<file path="config.mk">
export PLATFORM = sky130hd
export DESIGN_NAME = pwm4_reg_driver
export DESIGN_NICKNAME = d
export VERILOG_FILES = /design/src/rtl/pwm4_pkg.sv /design/src/rtl/pwm4_reg_driver_pwm_channel.sv /design/src/rtl/pwm4_reg_driver.sv
export SDC_FILE = /design/constraint.sdc
export NUM_CORES = 1
export LEC_CHECK = 0
export ABC_AREA = 1
export CORE_AREA = 8 8 89 91
export CTS_BUF_LIST = sky130_fd_sc_hd__clkbuf_4 sky130_fd_sc_hd__clkbuf_8
export DETAILED_ROUTE_END_ITERATION = 7
export DIE_AREA = 0 0 97 99
export PLACE_DENSITY_LB_ADDON = 0.25
export SLEW_MARGIN = 20
export SYNTH_ARGS = -nofsm -noshare
export SYNTH_HDL_FRONTEND = slang
export SYNTH_SLANG_ARGS = --single-unit
</file>
<file path="constraint.sdc">
create_clock -name clk -period 1.8 [get_ports clk]
set_input_delay 0.36 -clock clk [delete_from_list [all_inputs] [get_ports clk]]
set_output_delay 0.36 -clock clk [all_outputs]
set_load 0.05 [all_outputs]
</file>
<file path="src/rtl/pwm4_pkg.sv">
// pwm4_pkg: shared constants and types for the four-channel PWM driver.
//   NUM_CH    - number of PWM channels
//   DUTY_W    - width of one duty byte / period counter
//   CNT_MAX   - last period-counter value before the wrap (period = 255 ticks)
//   duty_t    - one channel's duty byte
//   duty_byte - extracts channel ch's byte from the 32-bit register word
package pwm4_pkg;

  localparam int NUM_CH = 4;
  localparam int DUTY_W = 8;
  localparam logic [DUTY_W-1:0] CNT_MAX = 8'd254;

  typedef logic [DUTY_W-1:0] duty_t;

  function automatic duty_t duty_byte(input logic [NUM_CH*DUTY_W-1:0] word, input int ch);
    return word[ch*DUTY_W +: DUTY_W];
  endfunction

endpackage

</file>
<file path="src/rtl/pwm4_reg_driver_pwm_channel.sv">
// pwm_channel: one PWM channel with a double-buffered duty (shadow) register
// and a registered compare output.
// Optional feature macro: PWM4_POLARITY_EN (adds the polarity input).
// Ports:
//   clk      - system clock
//   reset    - synchronous, active-high reset
//   load     - copy duty into the shadow register this cycle
//   enable   - channel running; output forced low when deasserted
//   pwm_cnt  - shared period counter
//   duty     - duty byte from the control register
//   polarity - (PWM4_POLARITY_EN only) invert the active level of the output
//   pwm      - registered PWM output
module pwm_channel
  import pwm4_pkg::*;
(
  input  logic  clk,
  input  logic  reset,
  input  logic  load,
  input  logic  enable,
  input  duty_t pwm_cnt,
  input  duty_t duty,
`ifdef PWM4_POLARITY_EN
  input  logic  polarity,
`endif
  output logic  pwm
);

  duty_t shadow_r;
  logic  pwm_r;
  logic  cmp_s;
  logic  pol_s;

`ifdef PWM4_POLARITY_EN
  assign pol_s = polarity;
`else
  assign pol_s = 1'b0;
`endif

  // Compare against the shadow value; a disabled channel is always low,
  // regardless of polarity.
  always_comb begin
    cmp_s = 1'b0;
    if (enable) begin
      cmp_s = (pwm_cnt < shadow_r) ^ pol_s;
    end else begin
      cmp_s = 1'b0;
    end
  end

  // Shadow register and output register; the shadow only changes on load so
  // a mid-period duty change cannot glitch the output.
  always_ff @(posedge clk) begin
    if (reset) begin
      shadow_r <= 8'd0;
      pwm_r    <= 1'b0;
    end else begin
      if (load) begin
        shadow_r <= duty;
      end
      pwm_r <= cmp_s;
    end
  end

  assign pwm = pwm_r;

endmodule

</file>
<file path="src/rtl/pwm4_reg_driver.sv">
// pwm4_reg_driver: four-channel 8-bit PWM generator driven by the 32-bit
// exported contents of a bus-writable control register. Byte i of duty_in is
// the duty of channel i; duty changes take effect at the next period boundary.
// Optional feature macro: PWM4_POLARITY_EN (adds the polarity input).
// Parameters:
//   PRESCALE - clk cycles per PWM tick (1..65535)
//   PRESC_W  - prescaler counter width, 2**PRESC_W >= PRESCALE
// Ports:
//   clk         - system clock
//   reset       - synchronous, active-high reset
//   duty_in     - duty bytes, [8i+7:8i] is channel i
//   enable      - run PWM; when low the block idles and shadows track duty_in
//   polarity    - (PWM4_POLARITY_EN only) per-channel output inversion
//   pwm_out     - registered PWM outputs
//   period_tick - one-cycle pulse at the start of each PWM period
module pwm4_reg_driver
  import pwm4_pkg::*;
#(
  parameter int PRESCALE = 50,
  parameter int PRESC_W  = 16
) (
  input  logic                     clk,
  input  logic                     reset,
  input  logic [NUM_CH*DUTY_W-1:0] duty_in,
  input  logic                     enable,
`ifdef PWM4_POLARITY_EN
  input  logic [NUM_CH-1:0]        polarity,
`endif
  output logic [NUM_CH-1:0]        pwm_out,
  output logic                     period_tick
);

  localparam logic [PRESC_W-1:0] PRESC_LAST = PRESC_W'(PRESCALE - 1);

  logic [PRESC_W-1:0] presc_cnt_r;
  duty_t              pwm_cnt_r;
  logic               period_tick_r;
  logic               tick_s;
  logic               wrap_s;
  logic               load_s;

  assign tick_s = enable && (presc_cnt_r == PRESC_LAST);
  assign wrap_s = tick_s && (pwm_cnt_r == CNT_MAX);
  // While idle the shadows follow duty_in, so enabling starts with the value
  // seen on the last disabled cycle.
  assign load_s = !enable || wrap_s;

  // Prescaler, period counter and the period-start pulse.
  always_ff @(posedge clk) begin
    if (reset) begin
      presc_cnt_r   <= PRESC_W'(0);
      pwm_cnt_r     <= 8'd0;
      period_tick_r <= 1'b0;
    end else if (!enable) begin
      presc_cnt_r   <= PRESC_W'(0);
      pwm_cnt_r     <= 8'd0;
      period_tick_r <= 1'b0;
    end else begin
      presc_cnt_r   <= tick_s ? PRESC_W'(0) : presc_cnt_r + PRESC_W'(1);
      if (tick_s) begin
        pwm_cnt_r <= wrap_s ? 8'd0 : pwm_cnt_r + 8'd1;
      end
      period_tick_r <= wrap_s;
    end
  end

  for (genvar i = 0; i < NUM_CH; i++) begin : g_ch
    pwm_channel u_ch (
      .clk     (clk),
      .reset   (reset),
      .load    (load_s),
      .enable  (enable),
      .pwm_cnt (pwm_cnt_r),
      .duty    (duty_byte(duty_in, i)),
`ifdef PWM4_POLARITY_EN
      .polarity(polarity[i]),
`endif
      .pwm     (pwm_out[i])
    );
  end

  assign period_tick = period_tick_r;

endmodule
</file>
==> impl_metrics.tcl <==
set metrics [dict create \
    outcome "finished clean" \
    min_path_cells 1 \
    io_buffers 39 \
    synth_nets 578 \
    avgViaCountPerCell 5.11 \
    rsz0062_at_grt "no" \
    nets 625 \
    cts_made_buffers 9 \
    hold_class "flop to flop" \
    startpoint_type "flop" \
    cts.sinks 61 \
    grt_max_degree 55 \
    tightest_slew_ns 0.572 \
    wl_per_cell_um 12.7 \
    first_pass_iters 4 \
    grt_pass1_wl_um 14200 \
    hold_viol 0 \
    max-vdd-ir-drop_mv 0.605 \
    pwr-share-clk_pct 45.6 \
    pwr-share-seq_pct 42.8 \
    worstSetupPathType "flop to flop" \
    powerDensity_mw_per_mm2 771 \
    areaGrowthSynthToFinish_pct 22.2 \
    setup_tns_ns 0 \
    p_sw_share_pct 22.7 \
    fmax_mhz 624 \
    dpl_worst_slack_ns 0.212 \
    final_antenna_net_count 0 \
    yosysWarnings 0 \
    ys_seq_area_share_pct 34.5 \
    synth.largest_area_cell "dfxtp_1" \
    die_h_um 99 \
    synth_area_leaders "dfxtp_1, ha_1, nand2_1, nor2_1, a21oi_1" \
    ctsHoldBuffers 0 \
    start_util_pct 53.8 \
    core_mm2 0.00657 \
    ys_async_sr_fraction_pct 0 \
    drive_gt1_share_pct 10.3 \
    syn_area_mm2 0.00353 \
    timing.final.crit_share_pct 89.1 \
    pin_count 40 \
    cp.arrival_ns 1.84 \
    worstSetupEndpointType "flop" \
    syn_avg_cell_area_um2 6.92 \
    dieArea_mm2 0.00960 \
    n_antenna_cell 0 \
    rows 30 \
    power.total_uw 3330 \
    die_w_um 97 \
    fin_worst_skew_ns 0.0122 \
    grt_usage_pct 17.8 \
    vias 3285 \
    wirelength_um 8180 \
    clock_latency_ns 0.34 \
    cts_buffer_depth 2 \
    power_leakage_uw 0.00201 \
    netlist.area_leader.share_pct 34.5 \
    dr.first_iter.drc_count 206 \
    drc 0 \
    synthFlopType "dfxtp_1" \
    place_congestion 0.856 \
    grt.overflow.total 0 \
    drv_cap 0 \
    reg2reg_depth 7 \
    worstPathRequired_ns 2.04 \
    cts_resized 0 \
    cts_setup_buffers 0 \
    htree_levels 3 \
    clkSlewWorstSetupHoldPaths_ns 0.07 \
    combPwrFrac_pct 11.6 \
    root_buffer "clkbuf_8" \
    slew_viol_final 0 \
    finalCriticalPeriod_ns 1.60 \
    layout_setup_ws_ns 0.196 \
    synth_cells 511 \
    antenna_found_initial 0 \
    internal_power_uw 2570 \
    synth_edf_count 0 \
    netlist_top_cells_count "nand2_1, nor2_1, inv_1" \
    crit_fanout 31 \
    synth_cell_types 27 \
    grt_pass1_vias 3127 \
    ys_seq_elements 61 \
    slew_headroom_pct 61.9 \
    post-synth-top-count-cell "nand2_1" \
    switching_power_uw 754 \
    finalSetupViolations 0 \
    cts_tree "done" \
    hpwl_um 5810 \
]
worst paths after layout:
check             slack (ns)                 startpoint                               endpoint
setup / recovery        0.20  presc_cnt_r[0]$_SDFF_PP0_  g_ch[0].u_ch.shadow_r[4]$_SDFFE_PP0P_
hold / removal          0.48  presc_cnt_r[0]$_SDFF_PP0_              presc_cnt_r[0]$_SDFF_PP0_
setup reg to reg        0.20  presc_cnt_r[0]$_SDFF_PP0_  g_ch[0].u_ch.shadow_r[4]$_SDFFE_PP0P_
hold reg to reg         0.48  presc_cnt_r[0]$_SDFF_PP0_              presc_cnt_r[0]$_SDFF_PP0_
area by class of cell:
cell class | instances | area, µm²
Fill cell | 601 | 2250
Multi-Input combinational cell | 359 | 1940
Sequential cell | 61 | 1220
Timing Repair Buffer | 58 | 553
Inverter | 69 | 259
Clock buffer | 12 | 153
Tap cell | 80 | 100
Clock inverter | 4 | 95.1
critical path: stages (launching register included):
cell and delay, ns:
dfxtp_1 0.38, ha_1 0.24, nand3_1 0.13, nor2_4 0.16, nand3_2 0.16, buf_12 0.21, a21oi_1 0.15, nor2_1 0.06
state kept, by name, summed over array words and instances (netlist names):
register	flops
g_ch.u_ch.pwm	4
g_ch.u_ch.shadow_r	32
period_tick	1
presc_cnt_r	16
pwm_cnt_r	8
layer usage:
metal | GRT usage (%) | up-vias | wire length, µm
li1 | - | 1742 | -
met1 | 22.7 | 1466 | 3980
met2 | 28.6 | 66 | 3690
met3 | 4.48 | 11 | 400
met4 | 5.68 | 0 | 112
met5 | 0 | - | 0
power groups by stage:
stage | Clock (µW) | Combinational (µW) | Sequential (µW)
after global routing | 1610 | 440 | 1430
after detailed placement | 0 | 383 | 1460
after global placement | 0 | 374 | 1450
after CTS | 1540 | 386 | 1420
final | 1520 | 385 | 1420
after floorplan | 0 | 252 | 1450
logic make-up (layout without fill, tap and decap cells):
| group | after synthesis | in the layout | synth area share (%) |
|---|---|---|---|
| buffers and inverters | 91 | 143 | 10.7 |
| AO/OA/AOI/OAI | 74 | 74 | 11.5 |
| flip-flops | 61 | 61 | 34.5 |
| AND/OR/NAND/NOR | 250 | 250 | 31.3 |
| XOR/XNOR | 3 | 3 | 0.743 |
| adder cells (fa/ha/maj) | 32 | 32 | 11.3 |
layout by cell type, fill, tap and decap left out, drive strengths merged:
| cell type | instances |
|---|---|
| nand2 | 99 |
| nor2 | 85 |
| inv | 69 |
| dfxtp | 61 |
| a21oi | 58 |
| nand3 | 47 |
| clkdlybuf4s50 | 33 |
| ha | 32 |
| buf | 25 |
| clkbuf | 12 |
| nand4 | 9 |
| o211ai | 9 |
| nor3 | 8 |
| a21boi | 4 |
| bufinv | 3 |
| xnor2 | 2 |
| nor3b | 2 |
| a31oi | 2 |
| xor2 | 1 |
| o21ai | 1 |
| clkinv | 1 |
metrics by stage:
stage	instances	hold WS, ns	utilization (%)	area, µm²
2_1_floorplan	511	0.433	-	3530
3_3_place_gp	627	0.449	62.0	4070
3_5_place_dp	627	0.468	62.0	4070
4_1_cts	643	0.485	65.7	4320
5_1_grt	643	0.501	65.7	4320
6_report	643	0.477	65.7	4320
No activity file was read; power rests on OpenSTA's default activity.
